<file path="src/rtl/descrambler.sv">
// Receive-side s^7+s^4+1 (802.11) AXI-Stream descrambler with per-packet LFSR acquisition.
// Optional seed_out/seed_valid observation ports are enabled by DESCRAMBLER_SEED_OUT_EN.

// state | meaning
// ACQ   | next accepted beat is a packet start (acquire or load SEED)
// RUN   | mid-packet, keystream continues from lfsr_q

module descrambler #(
    parameter int         WIDTH   = 32,
    parameter logic [6:0] SEED    = 7'b1111111,
    parameter bit         ACQUIRE = 1'b1
) (
    input  logic             aclk,
    input  logic             aresetn,
    input  logic [WIDTH-1:0] s_axis_tdata,
    input  logic             s_axis_tvalid,
    output logic             s_axis_tready,
    input  logic             s_axis_tlast,
    output logic [WIDTH-1:0] m_axis_tdata,
    output logic             m_axis_tvalid,
    input  logic             m_axis_tready,
    output logic             m_axis_tlast,
    output logic             m_axis_tuser
`ifdef DESCRAMBLER_SEED_OUT_EN
    ,
    output logic [6:0]       seed_out,
    output logic             seed_valid
`endif
);

    typedef enum logic {
        ST_ACQ = 1'b0,
        ST_RUN = 1'b1
    } state_t;

    state_t           state_q;
    state_t           state_d;
    logic             accept;
    logic             pkt_start;

    logic [6:0]       lfsr_q;
    logic [6:0]       ks_state;
    logic [6:0]       lfsr_post;
    logic             ks_bit;
    logic             acq_beat;
    logic [WIDTH-1:0] keystream;
    logic [WIDTH-1:0] beat_data;
    logic             beat_user;

    logic             skid_valid_q;
    logic [WIDTH-1:0] skid_data_q;
    logic             skid_last_q;
    logic             skid_user_q;

    logic             out_free;
    logic             load_out_skid;
    logic             load_out_beat;
    logic             load_skid;
    logic             skid_valid_d;
    logic             out_valid_d;

    always_ff @(posedge aclk) begin
        if (!aresetn) begin
            state_q <= ST_ACQ;
        end else begin
            state_q <= state_d;
        end
    end

    always_comb begin
        state_d   = state_q;
        accept    = s_axis_tvalid && s_axis_tready;
        pkt_start = accept && (state_q == ST_ACQ);
        case (state_q)
            ST_ACQ: if (accept && !s_axis_tlast) state_d = ST_RUN;
            ST_RUN: if (accept && s_axis_tlast)  state_d = ST_ACQ;
            default: state_d = ST_ACQ;
        endcase
    end

    // In acquisition the first 7 keystream bits are the received bits themselves,
    // so after 7 shifts the register holds the transmitter state regardless of the start.
    always_comb begin
        acq_beat  = ACQUIRE && (state_q == ST_ACQ);
        ks_state  = (state_q == ST_ACQ) ? SEED : lfsr_q;
        keystream = '0;
        ks_bit    = 1'b0;
        for (int i = 0; i < WIDTH; i++) begin
            if (acq_beat && (i < 7)) begin
                ks_bit = s_axis_tdata[i];
            end else begin
                ks_bit = ks_state[3] ^ ks_state[0];
            end
            keystream[i] = ks_bit;
            ks_state     = {ks_bit, ks_state[6:1]};
        end
        lfsr_post = ks_state;
    end

    assign beat_data = s_axis_tdata ^ keystream;
    assign beat_user = acq_beat && (s_axis_tdata[6:0] == 7'h00);

    always_ff @(posedge aclk) begin
        if (!aresetn) begin
            lfsr_q <= SEED;
        end else if (accept) begin
            lfsr_q <= lfsr_post;
        end
    end

    // Skid control: tready is simply "skid empty next cycle", so at most one
    // beat can land in the skid per stall.
    always_comb begin
        out_free      = !m_axis_tvalid || m_axis_tready;
        load_out_skid = out_free && skid_valid_q;
        load_out_beat = out_free && !skid_valid_q && accept;
        load_skid     = !out_free && accept;
        skid_valid_d  = skid_valid_q;
        if (load_out_skid) begin
            skid_valid_d = 1'b0;
        end else if (load_skid) begin
            skid_valid_d = 1'b1;
        end
        out_valid_d = out_free ? (skid_valid_q || accept) : 1'b1;
    end

    always_ff @(posedge aclk) begin
        if (!aresetn) begin
            s_axis_tready <= 1'b1;
            skid_valid_q  <= 1'b0;
            skid_data_q   <= '0;
            skid_last_q   <= 1'b0;
            skid_user_q   <= 1'b0;
            m_axis_tvalid <= 1'b0;
            m_axis_tdata  <= '0;
            m_axis_tlast  <= 1'b0;
            m_axis_tuser  <= 1'b0;
        end else begin
            s_axis_tready <= !skid_valid_d;
            skid_valid_q  <= skid_valid_d;
            m_axis_tvalid <= out_valid_d;
            if (load_skid) begin
                skid_data_q <= beat_data;
                skid_last_q <= s_axis_tlast;
                skid_user_q <= beat_user;
            end
            if (load_out_skid) begin
                m_axis_tdata <= skid_data_q;
                m_axis_tlast <= skid_last_q;
                m_axis_tuser <= skid_user_q;
            end else if (load_out_beat) begin
                m_axis_tdata <= beat_data;
                m_axis_tlast <= s_axis_tlast;
                m_axis_tuser <= beat_user;
            end
        end
    end

`ifdef DESCRAMBLER_SEED_OUT_EN
    always_ff @(posedge aclk) begin
        if (!aresetn) begin
            seed_out   <= 7'h00;
            seed_valid <= 1'b0;
        end else begin
            seed_valid <= pkt_start;
            if (pkt_start) begin
                seed_out <= ACQUIRE ? s_axis_tdata[6:0] : SEED;
            end
        end
    end
`endif

endmodule

</file>
<file path="config.mk">
export PLATFORM = sky130hd
export DESIGN_NAME = descrambler
export DESIGN_NICKNAME = d
export VERILOG_FILES = /design/src/rtl/descrambler.sv
export SDC_FILE = /design/constraint.sdc
export NUM_CORES = 1
export LEC_CHECK = 0
export CAP_MARGIN = 15
export CORE_UTILIZATION = 40
export DETAILED_ROUTE_END_ITERATION = 6
export SLEW_MARGIN = 20
export SYNTH_ARGS = -nofsm -noshare
export SYNTH_HDL_FRONTEND = slang
export SYNTH_SLANG_ARGS = --single-unit
</file>
<file path="constraint.sdc">
create_clock -name aclk -period 4.15 [get_ports aclk]
set_input_delay 0.83 -clock aclk [delete_from_list [all_inputs] [get_ports aclk]]
set_output_delay 0.83 -clock aclk [all_outputs]
set_load 0.02 [all_outputs]
</file>
Word level (Yosys, flattened, before mapping)
Index checks and enable logic that the tools add are counted.

Output and inout port bits: 36. Input bits: 37. Word-level logic and storage cells: 82. Register bits: 79.

Bitwise operators: 34. Muxes and demuxes: 20. Reductions and logical operators: 17.

Operators by type and width (number): 2-to-1 mux 32 bit (2); bitwise XOR 1 bit (32); bitwise XOR 32 bit (1); 2-to-1 mux 1 bit (16); logical AND 1 bit (8); zero test 7 bit (1); 2-to-1 mux 7 bit (1); zero test 1 bit (5); logical OR 1 bit (2); case mux 1 bit (2 select lines) (1); nonzero test 2 bit (1); NOT 1 bit (1).

Longest topological paths before layout
Gate-level depths: netlist of run 1.

Depth in word-level cells: 14. Depth in mapped cells: 9. Depth with buffers taken out: 6.

Least setup slack after synthesis of run 1
OpenSTA, ideal clock, no wires.

Path type: in2reg. Start point: in s_axis_tdata[3]. End point: reg m_axis_tdata[31]. Stages on the path: 7. Arrival time: 2.337 ns. Path buffers: 1. Data required time: 4.036 ns. Setup time: 0.114 ns. Path slack: 1.699 ns. Cells stage by stage: clkbuf_1 > xor2_1 > mux2i_4 > xnor3_2 > xnor2_1 > a21oi_1 > a21o_1.

Longest elaborated chain between the ends: 11. Elaborated cells between the ends (all ways): 14. Classes of those cells: mux (3); bitwise (11).

RTL lines: start: declaration (line 15) `input logic [WIDTH-1:0] s_axis_tdata,`; 2-to-1 mux 1 bit * (line 89) `if (acq_beat && (i < 7)) begin`; bitwise XOR 1 bit (6 in a row) (line 92) `ks_bit = ks_state[3] ^ ks_state[0];`; bitwise XOR 1 bit * (line 92); bitwise XOR 32 bit * (line 100) `assign beat_data = s_axis_tdata ^ keystream;`; 2-to-1 mux 32 bit * (line 151) `end else if (load_out_beat) begin`; 2-to-1 mux 32 bit * (line 147) `if (load_out_skid) begin`; end signal: assignment (line 148) `m_axis_tdata <= skid_data_q;`; end signal: assignment (line 152) `m_axis_tdata <= beat_data;`; end: declaration (line 19) `output logic [WIDTH-1:0] m_axis_tdata,`.

Mark *: on every way between the ends. The rest lies on a longest branch, timed or not. The select of a mux whose other input is x is not followed. A chain may end at the register's enable or synchronous reset.

Final worst setup path of run 1
Start point: in s_axis_tdata[1]. End point: reg m_axis_tdata[31].

Longest elaborated chain between the ends: 11. Elaborated cells between the ends (all ways): 19. Classes of those cells: mux (4); bitwise (15).

RTL lines (line): 2-to-1 mux 1 bit * (89); bitwise XOR 1 bit (92); 2-to-1 mux 1 bit (89); bitwise XOR 1 bit (4 in a row) (92); bitwise XOR 1 bit * (92); bitwise XOR 32 bit * (100); 2-to-1 mux 32 bit * (151); 2-to-1 mux 32 bit * (147).

Marked as above.

==> metrics, run 1 <==
status=completed; Top delay family on crit path=XOR/XNOR gates; multi-input logic area=2390 µm²; clock root buffer=clkbuf_8; post-place setup slack=1.06 ns; Die Ht=104 µm; logic gate share of total power=0.343; total wire length=10,700 µm; global-route usage over all layers=0.203; Slew HR=0.431; clk_skew=0.0105 ns; Final Hold Viols=0; period utilization=0.658; Post-synth EDFFs=0; Synthesized Nets=507; iteration count of the initial detailed-routing pass=4; WP data arrival=2.97 ns; Worst Path Buf+Inv=1; critical path class=input port to flip-flop; Avg WL per Cell=16.2 µm; # diodes=0; Worst path most repeated cell=xnor2_1; critical path peak fanout=5; Register Area=1580 µm²; CTS Buffer Depth=2; FILL cells=957; CTS buffer count=9; synthesized area=4160 µm²; Peak supply drop=0.000195 V; dominant cell type by area after synthesis=dfxtp_1; CTS Hold Buffers Added=0; # DRC=0; most frequent cells in the layout=83 x nand2_1, 79 x dfxtp_1, 72 x clkdlybuf4s50_1, 37 x o21ai_0, 32 x nor2_1; initial antenna violation count=0; Vias=3,409; DP Area=4950 µm²; leakage=2.05 nW; Synth cell types=39; min-delay worst type=flip-flop to flip-flop; Min Hold Slack=0.439 ns; Slew Viols, Final=0; clock insertion delay at the later pin of the skew report=0.35 ns; Worst setup EP type=flip-flop; top post-synthesis cells by area=dfxtp_1 38%, nand2_1 7.5%, xnor2_1 6.1%, xor2_1 5.3%, o21ai_0 4.4%; post-CTS sizing=0; # rows=36; Setup TNS Final=0 ns; Reg power frac=0.393; Final Cell Area=5150 µm²; Fmax achieved=366 MHz; post-route ant nets=0; Ports=73; PortBufs=72; Core Area=9910 µm²; Sw Share=0.330; asr flop ratio synth=0; gpl congestion=0.791; Post-CTS Setup Bufs=0; CTS tree=built; P_int=1.51 mW; first-pass GRT wire length=17,400 µm; post-synth top area share=0.380; vias in the first global route=3,291; setup violators final=0; die area=10,800 µm²; # H-tree levels=3; clk slew on worst S/H paths=0.09 ns; syn_area_per_cell=8.85 µm²; clk sinks=79; vias per inst=5.16; final setup margin=1.42 ns; Synth Flop Type=dfxtp_1; Clk pwr share=0.264; Overall Power=2.25 mW; Synth Warn #=0; CP max-delay cell=clkdlybuf4s50_1; initial DRC count=198; RSZ-0062 raised after global routing=no; fin nets=560; Cells after Synth=470; Die X=104 µm; largest net degree at the start of global routing=64; worst slew pin tran=0.851 ns; hpwl dp=7640 µm; Startpoint Class=input port; commonest non-fill, non-tap cell in the layout=nand2_1; Pwr Density=436 nW/µm²; number of synthesized register bits=79; fraction of layout cells with a size suffix above 1=0.0720; Max Cap Viol=0; gr ovfl total=0; sequential area share after synthesis=0.380; required time worst endpoint=4.39 ns; P_sw=0.742 mW; crit path time final=2.73 ns; Initial Utilization=0.420; P&R area growth vs syn=23.8%; slowest stage delay, CP=0.62 ns; crit-path cells=clkdlybuf4s50_1 -> xnor2_1 -> mux2i_4 -> xnor3_2 -> xnor2_1 -> a21oi_1 -> a21o_1
-- registers in the layout, summed over array words and instances (netlist names), named ones only --
signal,cells
m_axis_tdata,32
skid_data_q,32
lfsr_q,7
m_axis_tlast,1
m_axis_tuser,1
m_axis_tvalid,1
s_axis_tready,1
skid_last_q,1
skid_user_q,1
skid_valid_q,1
-- power groups by stage --
stage	registers, mW	logic [mW]	clock network, mW
3_5_place_dp	0.902	0.768	0
6_report	0.884	0.770	0.594
4_1_cts	0.884	0.773	0.608
5_1_grt	0.892	0.828	0.633
3_3_place_gp	0.900	0.763	0
2_1_floorplan	0.936	0.499	0
-- kinds of logic (layout without fill, tap and decap cells) --
group,Yosys count,count (layout),synth area share
multiplexers,13,13,0.0436
buffers and inverters,46,104,0.0451
XOR/XNOR,70,70,0.200
flip-flops,79,79,0.380
AO/OA/AOI/OAI,111,111,0.175
AND/OR/NAND/NOR,151,151,0.156
-- Yosys cell counts, types with 2 or more instances --
cell type and n:
nor4_1 2, o211ai_1 3, clkbuf_1 31, o221ai_1 12, mux2i_1 5, xnor3_1 7, a221oi_1 9, xnor2_1 29
nand3_1 9, xnor2_2 2, mux2_2 2, xor3_1 5, dfxtp_1 79, nand2_1 83, a21oi_1 20, o21ai_0 37
nor2b_1 8, nor3b_1 2, mux2i_4 3, mux2i_2 3, xor2_1 25, buf_2 3, o211a_1 4, a21o_1 8
inv_1 9, and2_1 12, a21boi_0 15, nor2_1 32
-- cell type report --
class,count,share of cell area
Clock buffer,10,0.0267
Inverter,9,0.00655
Tap cell,133,0.0323
Sequential cell,79,0.307
Timing Repair Buffer,79,0.150
Multi-Input combinational cell,345,0.464
Clock inverter,6,0.0134
-- per-layer routing --
metal | track usage | routed length, µm | up-vias
met1 | 0.277 | 5050 | 1611
met5 | 0 | 0 | -
met3 | 0.0345 | 464 | 16
met2 | 0.333 | 5030 | 97
li1 | - | - | 1685
met4 | 0.0531 | 171 | 0
-- worst paths after layout --
kind | startpoint | endpoint | slack [ns] | depth (start not counted)
min reg2reg | m_axis_tdata[23] | m_axis_tdata[23] | 0.44 | 2
min | m_axis_tdata[23] | m_axis_tdata[23] | 0.44 | 2
max | s_axis_tdata[1] | m_axis_tdata[31] | 1.42 | 7
max reg2reg | flip-flop | m_axis_tdata[25] | 1.46 | 6
-- stage by stage --
stage / std cells / util
floorplan: 470 / -
global placement: 645 / 0.499
detailed placement: 645 / 0.499
CTS: 661 / 0.520
global route: 661 / 0.520
finish: 661 / 0.520
-- tightest hold or removal path, delay by kind of cell, from the launching register on --
| kind | cells | cell delay [ns] |
|---|---|---|
| simple gates | 2 | 0.09 |
| flops | 1 | 0.32 |
Power figures use the tool's default switching activity.
==> run 2, diff against run 1 <==
Settings changed: PLACE_DENSITY set to 0.66.
Clock period 4.15 ns to 2.44 ns, I/O delays scaled along.
==> run 2 against run 1 <==
Global-route usage up 0.83 points. First-iteration DRC count down 28%. Routed wire length up 2.2%. Critical path depth down 1. Die area unchanged. Non-clock buffer count up 40. Setup slack worse by 1.2 ns. Register-to-register slack worse by 1.3 ns. Critical path type is now flip-flop to flip-flop.
==> metrics, run 2 (same netlist as run 1, synthesis figures left out) <==
Vias=3,575 (was 3,409); CTS Buffer Depth=2 (unchanged); Startpoint Class=flip-flop (was input port); Core Area=9910 µm² (unchanged); Initial Utilization=0.420 (unchanged); post-CTS sizing=0 (unchanged); crit path time final=2.27 ns; fin nets=600 (was 560); Sw Share=0.334 (was 0.330); iteration count of the initial detailed-routing pass=5 (was 4); commonest non-fill, non-tap cell in the layout=nand2_1 (unchanged); period utilization=0.930; CTS tree=built (unchanged); min-delay worst type=flip-flop to flip-flop (unchanged); Worst setup EP type=flip-flop (unchanged); post-route ant nets=0 (unchanged); Slew HR=0.450 (was 0.431); P_sw=1.29 mW (was 0.742 mW); hpwl dp=7940 µm (was 7640 µm); gpl congestion=0.839 (was 0.791); Die X=104 µm (unchanged); Cells after DPL=685 (was 645); die area=10,800 µm² (unchanged); critical path class=flip-flop to flip-flop (was input port to flip-flop); global-route usage over all layers=0.212 (was 0.203); gr ovfl total=0 (unchanged); CP max-delay cell=xor3_1 (was clkdlybuf4s50_1); # H-tree levels=3 (unchanged); Setup TNS Final=0 ns (unchanged); Post-CTS Setup Bufs=0 (unchanged); PortBufs=72 (unchanged); Ports=73 (unchanged); Pwr Density=710 nW/µm² (was 436 nW/µm²); Hold Path Depth=2 (unchanged); Slew Viols, Final=0 (unchanged); P&R area growth vs syn=31.1% (was 23.8%); fraction of layout cells with a size suffix above 1=0.136 (was 0.0720); clock insertion delay at the later pin of the skew report=0.36 ns (was 0.35 ns); final setup margin=0.170 ns (was 1.42 ns); Max Cap Viol=0 (unchanged); most frequent cells in the layout=83 x nand2_1, 79 x dfxtp_1, 72 x clkdlybuf4s50_1, 44 x buf_4, 37 x o21ai_0 (was 83 x nand2_1, 79 x dfxtp_1, 72 x clkdlybuf4s50_1, 37 x o21ai_0, 32 x nor2_1); P_int=2.58 mW (was 1.51 mW); worst reg2reg endpoint=m_axis_tdata[21] (was m_axis_tdata[25]); initial DRC count=142 (was 198); clk slew on worst S/H paths=0.09 ns (about the same); required time worst endpoint=2.70 ns (was 4.39 ns); vias per inst=5.11 (was 5.16); critical path peak fanout=5 (unchanged); reg2reg path depth=6 (unchanged); total wire length=11,000 µm (was 10,700 µm); first-pass GRT wire length=18,100 µm (was 17,400 µm); clock root buffer=clkbuf_8 (unchanged); clk sinks=79 (unchanged); Core Util, Final=0.551 (was 0.520); RR Startpoint=lfsr_q[1]; vias in the first global route=3,486 (was 3,291); CTS Hold Buffers Added=0 (unchanged); largest net degree at the start of global routing=41 (was 64); slowest stage delay, CP=0.51 ns (was 0.62 ns); FILL cells=888 (was 957); Fmax achieved=441 MHz; status=completed (unchanged); setup violators final=0 (unchanged); Peak supply drop=0.000383 V (was 0.000195 V); Non-Filler Instances=700 (was 661); Clk pwr share=0.231 (was 0.264); WP data arrival=2.53 ns (was 2.97 ns); worst slew pin tran=0.825 ns (was 0.851 ns); RSZ-0062 raised after global routing=no (unchanged); logic gate share of total power=0.383 (was 0.343); Reg power frac=0.387 (was 0.393); leakage=2.23 nW (was 2.05 nW); post-place setup slack=-0.140 ns (was 1.06 ns); hold path endpoint=m_axis_tdata[20] (was m_axis_tdata[23]); Avg WL per Cell=15.7 µm (was 16.2 µm); # DRC=0 (unchanged); # rows=36 (unchanged); # diodes=0 (unchanged); HP Start=m_axis_tdata[20] (was m_axis_tdata[23]); crit-path cells=xor3_1 -> mux2i_2 -> xnor3_1 -> xnor2_1 -> a21oi_1 -> a21o_1 (was clkdlybuf4s50_1 -> xnor2_1 -> mux2i_4 -> xnor3_2 -> xnor2_1 -> a21oi_1 -> a21o_1); initial antenna violation count=0 (unchanged); CTS buffer count=9 (unchanged); biggest regs=m_axis_tdata (32), skid_data_q (32), lfsr_q (7) (unchanged); Die Ht=104 µm (unchanged); Final Hold Viols=0 (unchanged); clk_skew=0.0142 ns (was 0.0105 ns); Reg2Reg Setup Slack=0.17 ns (was 1.46 ns)
==> run 2: cell count changes in the layout (fill, tap and decap cells not counted) <==
cell / before / now
clkinv_4: 2 / 0
clkinvlp_4: 1 / 2
bufinv_16: 1 / 0
buf_4: 7 / 44
buf_12: 0 / 3
clkinv_2: 1 / 2
==> run 2: layout make-up <==
type	instances	area (µm²)	area share
multi-input cells	345	2390	0.438
flip-flops and latches	79	1580	0.290
repair buffers	119	1110	0.204
well taps	133	166	0.0305
clock buffers	10	138	0.0252
clock inverters	5	33.8	0.00619
inverters	9	33.8	0.00619
==> run 2: layer usage <==
layer | GRT usage | part of all wire | wire length, µm | vias up
met3 | 0.0407 | 0.061 | 665 | 14
met1 | 0.284 | 0.46 | 5070 | 1679
li1 | - | - | - | 1768
met5 | 0 | 0 | 0 | -
met4 | 0.0735 | 0.015 | 163 | 0
met2 | 0.339 | 0.46 | 5060 | 114
==> run 2: power groups by stage <==
stage,clock [mW],combinational [mW],sequential (mW)
6_report,0.893,1.48,1.50
5_1_grt,0.973,1.59,1.51
4_1_cts,0.918,1.49,1.50
3_5_place_dp,0,1.48,1.53
3_3_place_gp,0,1.46,1.52
2_1_floorplan,0,0.849,1.59
==> run 2: critical path, delay by kind of cell, from the launching register on <==
family	cells	cell delay, ns
compound gates	2	0.24
flops	1	0.48
mux	1	0.27
xor+xnor	3	1.19
==> run 2: worst max path at each step <==
stage,slack [ns],from,endpoint,depth (start not counted)
after detailed placement,-0.14,s_axis_tdata[3],m_axis_tdata[31],8
after global routing,0.09,lfsr_q[3],m_axis_tdata[27],7
after floorplan,0.33,lfsr_q[4],m_axis_tdata[21],7
after global placement,-0.11,s_axis_tdata[3],m_axis_tdata[31],8
after CTS,0.17,lfsr_q[1],m_axis_tdata[21],6
final,0.17,lfsr_q[1],m_axis_tdata[21],6
==> run 2: through the flow <==
stage,cell area [µm²],hold slack (ns),power (mW)
after floorplan,4160,0.434,2.44
after global placement,5290,0.426,2.98
after detailed placement,5290,0.429,3.00
after CTS,5460,0.442,3.90
after global routing,5460,0.459,4.08
final,5460,0.437,3.87
